<file path="src/rtl/atm_pkg.sv">
// atm_pkg: shared op/status codes, FSM states and constants for the ATM bank responder
package atm_pkg;
  typedef logic [31:0] amount_t;
  typedef enum logic [2:0] {
    OP_LOGOUT   = 3'd0,
    OP_BALANCE  = 3'd1,
    OP_WITHDRAW = 3'd2,
    OP_DEPOSIT  = 3'd3,
    OP_TRANSFER = 3'd4,
    OP_VERIFY   = 3'd5
  } op_e;
  typedef enum logic [3:0] {
    ST_OK        = 4'd0,
    ST_BAD_PIN   = 4'd1,
    ST_LOCKED    = 4'd2,
    ST_INSUFF    = 4'd3,
    ST_BAD_ACCT  = 4'd4,
    ST_NOT_AUTH  = 4'd5,
    ST_BAD_OP    = 4'd6,
    ST_OVERFLOW  = 4'd7,
    ST_LIMIT     = 4'd8
  } status_e;
  typedef enum logic [1:0] {S_IDLE, S_EXEC, S_RESP} state_e;
  localparam logic [3:0]  ATM_PIN          = 4'hE;
  localparam logic [15:0] ATM_PAYEE_ACCT   = 16'hD903;
  localparam amount_t     ATM_INIT_BALANCE = 32'h000186A0;
  localparam int          ATM_MAX_TRIES    = 3;
endpackage

</file>
<file path="src/rtl/atm_pin_guard.sv">
// atm_pin_guard: PIN compare, wrong-PIN try counter, sticky lockout and session authentication
module atm_pin_guard
  import atm_pkg::*;
#(
  parameter logic [3:0] PIN = ATM_PIN,
  parameter int MAX_TRIES = ATM_MAX_TRIES
) (
  input  logic       clk,
  input  logic       reset_n,
  input  logic       eval,
  input  logic [2:0] op,
  input  logic [3:0] pin,
  output logic       pin_ok,
  output logic       lock_now,
  output logic       locked,
  output logic       authenticated
);
  localparam logic [1:0] LAST_TRY = 2'(MAX_TRIES - 1);
  logic [1:0] tries;
  assign pin_ok = pin == PIN;
  assign lock_now = !locked && op == OP_VERIFY && !pin_ok && tries == LAST_TRY;
  always_ff @(posedge clk or negedge reset_n) begin
    if (!reset_n) begin
      tries <= '0;
      locked <= 1'b0;
      authenticated <= 1'b0;
    end else if (eval && !locked) begin
      if (op == OP_LOGOUT) authenticated <= 1'b0;
      else if (op == OP_VERIFY) begin
        authenticated <= pin_ok || (authenticated && !lock_now);
        tries <= pin_ok ? 2'd0 : tries + 2'd1;
        locked <= lock_now;
      end
    end
  end
endmodule

</file>
<file path="src/rtl/atm_bank_responder.sv">
// atm_bank_responder: bank-side account host; optional per-session debit cap under ATM_DAILY_LIMIT_EN
module atm_bank_responder
  import atm_pkg::*;
#(
  parameter logic [3:0]  PIN          = ATM_PIN,
  parameter logic [15:0] PAYEE_ACCT   = ATM_PAYEE_ACCT,
  parameter amount_t     INIT_BALANCE = ATM_INIT_BALANCE,
  parameter int          MAX_TRIES    = ATM_MAX_TRIES
`ifdef ATM_DAILY_LIMIT_EN
  , parameter amount_t   DAILY_LIMIT  = 32'd20000
`endif
) (
  input  logic        clk,
  input  logic        reset_n,
  input  logic        req_valid,
  output logic        req_ready,
  input  logic [2:0]  req_op,
  input  logic [3:0]  req_pin,
  input  logic [15:0] req_acct,
  input  logic [31:0] req_amount,
  output logic        rsp_valid,
  input  logic        rsp_ready,
  output logic [3:0]  rsp_status,
  output logic [31:0] rsp_balance,
  output logic        locked
);
  state_e state, state_nxt;
  logic [2:0] op;
  logic [3:0] pin;
  logic [15:0] acct;
  amount_t amt, balance, bal_nxt;
  status_e st;
  logic pin_ok, lock_now, auth, over_limit;
  logic [32:0] sum;
  assign req_ready = state == S_IDLE;
  assign rsp_valid = state == S_RESP;
  assign sum = {1'b0, balance} + {1'b0, amt};
  atm_pin_guard #(.PIN(PIN), .MAX_TRIES(MAX_TRIES)) u_guard (
    .clk(clk),
    .reset_n(reset_n),
    .eval(state == S_EXEC),
    .op(op),
    .pin(pin),
    .pin_ok(pin_ok),
    .lock_now(lock_now),
    .locked(locked),
    .authenticated(auth)
  );
`ifdef ATM_DAILY_LIMIT_EN
  amount_t debit;
  logic [32:0] dsum;
  assign dsum = {1'b0, debit} + {1'b0, amt};
  assign over_limit = dsum > {1'b0, DAILY_LIMIT};
  always_ff @(posedge clk or negedge reset_n) begin
    if (!reset_n) debit <= '0;
    else if (state == S_EXEC)
      debit <= (op == OP_LOGOUT || lock_now) ? '0 :
               (st == ST_OK && (op == OP_WITHDRAW || op == OP_TRANSFER)) ? dsum[31:0] : debit;
  end
`else
  assign over_limit = 1'b0;
`endif
  always_comb begin
    state_nxt = state == S_IDLE ? (req_valid ? S_EXEC : S_IDLE) :
                state == S_EXEC ? S_RESP : (rsp_ready ? S_IDLE : S_RESP);
  end
  // Status precedence: lockout, bad op, session ops, auth gate, then the money checks
  always_comb begin
    st = ST_OK;
    bal_nxt = balance;
    if (locked) st = ST_LOCKED;
    else if (op > OP_VERIFY) st = ST_BAD_OP;
    else if (op == OP_VERIFY) st = pin_ok ? ST_OK : lock_now ? ST_LOCKED : ST_BAD_PIN;
    else if (op != OP_LOGOUT) begin
      if (!auth) st = ST_NOT_AUTH;
      else if (op == OP_DEPOSIT) begin
        st = sum[32] ? ST_OVERFLOW : ST_OK;
        bal_nxt = sum[32] ? balance : sum[31:0];
      end else if (op == OP_WITHDRAW || op == OP_TRANSFER) begin
        if (op == OP_TRANSFER && acct != PAYEE_ACCT) st = ST_BAD_ACCT;
        else if (amt > balance) st = ST_INSUFF;
        else if (over_limit) st = ST_LIMIT;
        else bal_nxt = balance - amt;
      end
    end
  end
  always_ff @(posedge clk or negedge reset_n) begin
    if (!reset_n) begin
      state <= S_IDLE;
      op <= '0;
      pin <= '0;
      acct <= '0;
      amt <= '0;
      balance <= INIT_BALANCE;
      rsp_status <= '0;
      rsp_balance <= INIT_BALANCE;
    end else begin
      state <= state_nxt;
      if (state == S_IDLE && req_valid) begin
        op <= req_op;
        pin <= req_pin;
        acct <= req_acct;
        amt <= req_amount;
      end
      if (state == S_EXEC) begin
        balance <= bal_nxt;
        rsp_status <= st;
        rsp_balance <= bal_nxt;
      end
    end
  end
endmodule

</file>
<file path="config.mk">
export PLATFORM = sky130hd
export DESIGN_NAME = atm_bank_responder
export DESIGN_NICKNAME = d
export VERILOG_FILES = /design/src/rtl/atm_pkg.sv /design/src/rtl/atm_pin_guard.sv /design/src/rtl/atm_bank_responder.sv
export SDC_FILE = /design/constraint.sdc
export NUM_CORES = 1
export LEC_CHECK = 0
export ABC_AREA = 1
export BUFFER_PORTS_ARGS = -buffer_cell sky130_fd_sc_hd__buf_2
export CAP_MARGIN = 20
export CORE_MARGIN = 2
export CORE_UTILIZATION = 55
export DETAILED_ROUTE_END_ITERATION = 8
export GPL_ROUTABILITY_DRIVEN = 0
export GPL_TIMING_DRIVEN = 0
export PLACE_DENSITY = 0.83
export RECOVER_POWER = 25
export SLEW_MARGIN = 20
export SYNTH_ARGS = -nofsm -noshare
export SYNTH_HDL_FRONTEND = slang
export SYNTH_SLANG_ARGS = --single-unit
export TNS_END_PERCENT = 20
</file>
<file path="constraint.sdc">
create_clock -name clk -period 2.45 [get_ports clk]
set_clock_uncertainty 0.05 [all_clocks]
set_input_delay 0.1225 -clock clk [delete_from_list [all_inputs] [get_ports clk]]
set_output_delay 0.1225 -clock clk [all_outputs]
set_load 0.01 [all_outputs]
</file>
## After elaboration in Yosys (flattened, before gate mapping)

Index checks and enable logic that the tools add are counted.

| storage, ports and cells | value |
|---|---|
| bits in registers | 97 |
| input bits | 59 |
| output and inout bits | 39 |
| logic and storage cells | 75 |

| operators by class | value |
|---|---|
| add/subtract/negate cells | 3 |
| reduce and logical (&&, ||, !) cells | 20 |
| order comparisons | 2 |
| multiplexer cells | 24 |
| bitwise gates (word level) | 4 |
| eq/ne operators | 12 |

Operators with widths:

| kind | count |
|---|---|
| 2-to-1 mux 32 bit | 5 |
| adder 32 x 32 -> 33 bit | 1 |
| greater-than comparator 32 bit | 1 |
| subtractor 32 bit | 1 |
| 2-to-1 mux 3 bit | 9 |
| inequality test 16 bit (second input constant) | 1 |
| 2-to-1 mux 2 bit | 7 |
| AND reduction 10 bit | 1 |
| logical AND 1 bit | 7 |
| equality test 3 x 2 -> 1 bit (second input constant) | 2 |
| equality test 3 bit (second input constant) | 2 |
| inequality test 2 bit (second input constant) | 3 |
| equality test 2 bit (second input constant) | 2 |
| equality test 4 bit (second input constant) | 1 |
| inverter 1 bit | 4 |
| nonzero test 2 bit | 2 |
| greater-than comparator 3 bit (second input constant) | 1 |
| zero test 1 bit | 3 |
| zero test 3 bit | 1 |
| 2-to-1 mux 1 bit | 3 |
| AND reduction 3 bit | 1 |
| nonzero test 3 bit | 1 |
| adder 2 x 1 -> 2 bit (second input constant) | 1 |
| equality test 2 x 1 -> 1 bit (second input constant) | 1 |
| other kinds (3) | 4 |

## Longest topological paths before layout

| logic depth | value |
|---|---|
| depth after elaboration | 10 |
| gate-level depth with buffers | 19 |
| gate-level depth less buffers | 19 |

## Cells and area by module

From an unflattened synthesis, not the netlist that was laid out.

| unflattened totals | value |
|---|---|
| cell total of the unflattened synthesis | 1568 |
| area, all modules | 9112.5 sq um |

By module, submodules not included:

| module | cells an instance | times used | area an instance (sq um) |
|---|---|---|---|
| atm_bank_responder | 1529 | 1 | 8836.0 |
| atm_pin_guard | 39 | 1 | 276.5 |

## Worst setup path after synthesis

Ideal clock, no wire load.

| timing | value |
|---|---|
| path type | register to register |
| from | register balance[0] |
| to | register balance[12] |
| cell stages (with the launch flop) | 18 |
| data required time | 2278 ps |
| arrival time | 2159 ps |
| slack | 120 ps |
| path buffers | 1 |
| period minus slack after synthesis | 2330 ps |
| cell sequence | dfrtp_1 ha_1 fa_1 nand2_1 nand2_1 nand3_1 nand2_2 nand2_2 nand2_2 nand2_1 nand2_2 nand2_4 nand2_4 nor2_8 inv_6 buf_6 nand2_2 o21ai_2 |

| between the ends | value |
|---|---|
| cells in the longest elaborated chain, start to end | 5 |
| elaborated cells on any way between the ends | 11 |

RTL lines:

| item | line | source |
|---|---|---|
| start: declaration | atm_bank_responder.sv:31 | `amount_t amt, balance, bal_nxt;` |
| start signal: assignment | atm_bank_responder.sv:106 | `balance <= bal_nxt;` |
| subtractor 32 bit | atm_bank_responder.sv:83 | `else bal_nxt = balance - amt;` |
| 2-to-1 mux 32 bit | atm_bank_responder.sv:81 | `else if (amt > balance) st = ST_INSUFF;` |
| 2-to-1 mux 32 bit | atm_bank_responder.sv:80 | `if (op == OP_TRANSFER && acct != PAYEE_ACCT) st = ST_BAD_ACCT;` |
| 2-to-1 mux 32 bit | atm_bank_responder.sv:79 | `end else if (op == OP_WITHDRAW \|\| op == OP_TRANSFER) begin` |
| 2-to-1 mux 32 bit | atm_bank_responder.sv:76 | `else if (op == OP_DEPOSIT) begin` |

Parallel ways exist; a longest one is shown, timed or not. The select of a mux whose other input is x is not followed.
A chain may end at the register's enable or synchronous reset.

## Final worst setup path

| timing | value |
|---|---|
| from | register amt[0] |
| to | register balance[12] |

| between the ends | value |
|---|---|
| cells in the longest elaborated chain, start to end | 5 |
| elaborated cells on any way between the ends | 11 |

RTL lines:

| item | line | source |
|---|---|---|
| start: declaration | atm_bank_responder.sv:31 |  |
| start signal: assignment | atm_bank_responder.sv:103 | `amt <= req_amount;` |
| subtractor 32 bit | atm_bank_responder.sv:83 |  |
| 2-to-1 mux 32 bit | atm_bank_responder.sv:81 |  |
| 2-to-1 mux 32 bit | atm_bank_responder.sv:80 |  |
| 2-to-1 mux 32 bit | atm_bank_responder.sv:79 |  |
| 2-to-1 mux 32 bit | atm_bank_responder.sv:76 |  |

Parallel ways exist; a longest one is shown, timed or not. The select of a mux whose other input is x is not followed.

==> impl_metrics.json <==
{
  "status": "complete, but fails checks",
  "violations": "capacitance limit, slew limit, setup timing",
  "muxShareOfSynthArea_pct": 0,
  "p_leak_nw": 6.04,
  "final_cell_mix": "nand2_1 (497), inv_1 (188), buf_2 (108), nor2_1 (93), dfrtp_1 (85)",
  "fill_cells": 1192,
  "final_hold_viol_count": 0,
  "final_cell_area_mm2": 0.0108,
  "drc": 0,
  "initial_utilization_pct": 56.4,
  "ir_drop_uv": 658,
  "dpl.hpwl_um": 20300,
  "synth_fa_ha_area_share_pct": 9.96,
  "grt_overflow": 0,
  "synth_area_mm2": 0.00857,
  "cp_max_fo": 10,
  "cts.sinks": 96,
  "dr.pass1.iters": 9,
  "fin_util_pct": 71.0,
  "cts_max_path_buffers": 2,
  "numCtsBuffers": 9,
  "max_slew_margin_pct": -14.6,
  "grt_max_degree": 66,
  "hold_class": "in -> reg",
  "dp_cells": 1655,
  "cts_tree": "done",
  "synth_cell_types": 41,
  "post-route-min-period_ns": 2.54,
  "wl_um": 29000,
  "maxCapViolCount": 1,
  "crit_slowest_cell": "dfrtp_2",
  "ff2ff_path_depth": 17,
  "num_vias": 9906,
  "synth_top_family_by_area": "simple AND/OR/NAND/NOR gates",
  "synth-compound-area-share_pct": 11.6,
  "ys_warn_count": 0,
  "final_cells": 1756,
  "critical-path-max-stage-delay_ns": 0.46,
  "avgSynthCellArea_um2": 6.25,
  "place_ws_ns": -0.316,
  "cp-start-kind": "flop",
  "path_delay_family": "simple AND/OR/NAND/NOR gates",
  "period_share_pct": 103,
  "clk_latency_ns": 0.36,
  "min_path_cells": 4,
  "grtUsageTotal_pct": 35.5,
  "setup_ws_ns": -0.0855,
  "synth-xor-area-share_pct": 1.64,
  "finalMaxSlewViolations": 33,
  "nets": 1689,
  "num_rows": 45,
  "syn_nets": 1496,
  "yosys.area_share.simple_pct": 37.0,
  "final_common_cell": "nand2_1",
  "whs_endpoint": "acct[7]",
  "critPathBufInv": 2,
  "drtIter0Drc": 1361,
  "die_w_um": 129,
  "antenna_found_initial": 0,
  "setup_tns_ns": -1.51,
  "power_density_mw_per_mm2": 817,
  "syn_inst": 1370,
  "num_antenna_cells": 0,
  "io_pins": 98,
  "grt_pass1_wl_um": 46100,
  "r2r_slack_ns": -0.09,
  "r2r-end": "balance[12]",
  "ant_nets": 0,
  "ctsRootBufferMaster": "clkbuf_16",
  "area_delta_synth_final_pct": 25.9,
  "cp_cell_sequence": "ha_4 > fa_2 > nand2_2 > nand2_2 > nand3_2 > nand2_4 > nand2_2 > nand2_2 > nand2_2 > nand2_2 > nand2_4 > nand2_4 > nor2_8 > inv_8 > buf_12 > nand2_2 > o21ai_2",
  "endpoint_kind": "flop",
  "fmaxAchievable_mhz": 394,
  "rsz0062_at_grt": "true",
  "crit_type": "reg -> reg",
  "worst_hold_startpoint": "req_valid",
  "crit_top_cell": "nand2_2",
  "final-setup-viol-count": 31,
  "fp.coreArea_mm2": 0.0152,
  "viasPerCell": 5.64,
  "drive_above_1_share_pct": 18.6,
  "placed_area_mm2": 0.00932,
  "worstPathArrival_ns": 2.73,
  "ys_seq_area_share_pct": 28.1,
  "htree_levels": 3,
  "synth-seq-cells": 96,
  "clk_pin_slew_ns": 0.07,
  "post_drt_wl_per_cell_um": 16.5,
  "tightest_slew_ns": 1.72,
  "numPortBuffers": 96,
  "r2r_start": "amt[0]",
  "die-area_mm2": 0.0166,
  "grt_pass1_vias": 9474,
  "die_h_um": 129,
  "crit_required_ns": 2.64
}
-- worst register-to-register path, delay by kind of cell (launching register included) --
kind / cells / cell delay, ns
flops: 1 / 0.46
compound gates: 1 / 0.06
buf+inv: 2 / 0.26
simple gates: 12 / 0.97
fa+ha+maj: 2 / 0.61
-- layer usage --
layer	wire length, µm	vias up	share of wire, %	track usage (%)
met1	11000	4474	38	43.9
met4	1720	0	5.9	19.6
li1	-	4663	-	-
met2	13300	613	46	58.6
met3	3050	156	11	6.53
met5	0	-	0	0
-- power by group --
part	internal [mW]	switching, mW
Sequential	2.09	0.342
Combinational	1.52	3.24
Clock	0.917	0.708
-- layout make-up --
class	instances	area (µm²)	share of cell area, %
buffer	41	299	2.77
clock buffer	10	229	2.12
clock inverter	6	100	0.928
inverter	205	777	7.20
multi-input combinational	1028	5440	50.4
sequential	96	2420	22.4
tap	188	235	2.18
timing repair buffer	182	1290	12.0
-- state kept, by name, indices dropped and copies added (netlist names) --
register / count
u_guard.tries: 2
u_guard.locked: 1
rsp_status: 3
acct: 16
state: 2
amt: 32
balance: 32
pin: 4
op: 3
u_guard.authenticated: 1
-- timing repair --
| item | in CTS | in global routing |
|---|---|---|
| hold buffers | 57 | 0 |
| endpoints found under the setup margin | 32 | 35 |
| pin swaps | 14 | 6 |
| hold endpoints to repair | 146 | 0 |
| buffers inserted | 15 | 12 |
| gates resized for setup | 66 | 51 |
| cloned | 1 | 0 |
-- cells in the mapped netlist, drive strengths merged --
library cell	n	area share, %
dfstp	6	1.8
nand3b	2	0.18
a21boi	1	0.088
inv	205	9.0
nand4	23	1.7
a31oi	4	0.29
fa	2	0.47
o21bai	18	1.6
buf	30	2.1
xnor2	3	0.31
a21oi	55	3.3
nor3	23	1.4
nand2	529	24
nand3	68	4.0
conb	1	0.044
dfrtp	90	26
a21o	1	0.088
xor2	13	1.3
or2	1	0.073
and3	1	0.073
o21a	1	0.088
and2	5	0.37
o211ai	3	0.26
nor2	115	5.4
ha	65	9.5
o21ai	93	5.9
clkbuf	11	0.50
nor4	1	0.073
-- through the flow --
stage               power (mW)  hold WS [ns]
detailed placement        6.48       -0.0294
CTS                       8.36         0.158
global route              9.42         0.223
global placement          6.35         0.263
floorplan                 5.37        -0.223
finish                    8.81         0.213
-- worst max-delay path by stage --
| stage | startpoint | cells after the start | end |
|---|---|---|---|
| 2_1_floorplan | balance[0] | 17 | balance[12] |
| 3_3_place_gp | balance[0] | 17 | balance[29] |
| 3_5_place_dp | balance[0] | 17 | balance[22] |
| 4_1_cts | balance[20] | 16 | balance[12] |
| 5_1_grt | balance[7] | 16 | balance[20] |
| 6_report | amt[0] | 17 | balance[12] |
-- logic make-up (layout without fill, tap and decap cells) --
logic type | after synthesis | after routing
AOI/OAI and AO/OA | 176 | 176
xor gates and xnor gates | 16 | 16
adders and majority gates | 67 | 67
buffers and inverters | 246 | 444
DFF | 96 | 96
other | 1 | 1
and+or+nand+nor | 768 | 768
Power figures use the tool's default switching activity.
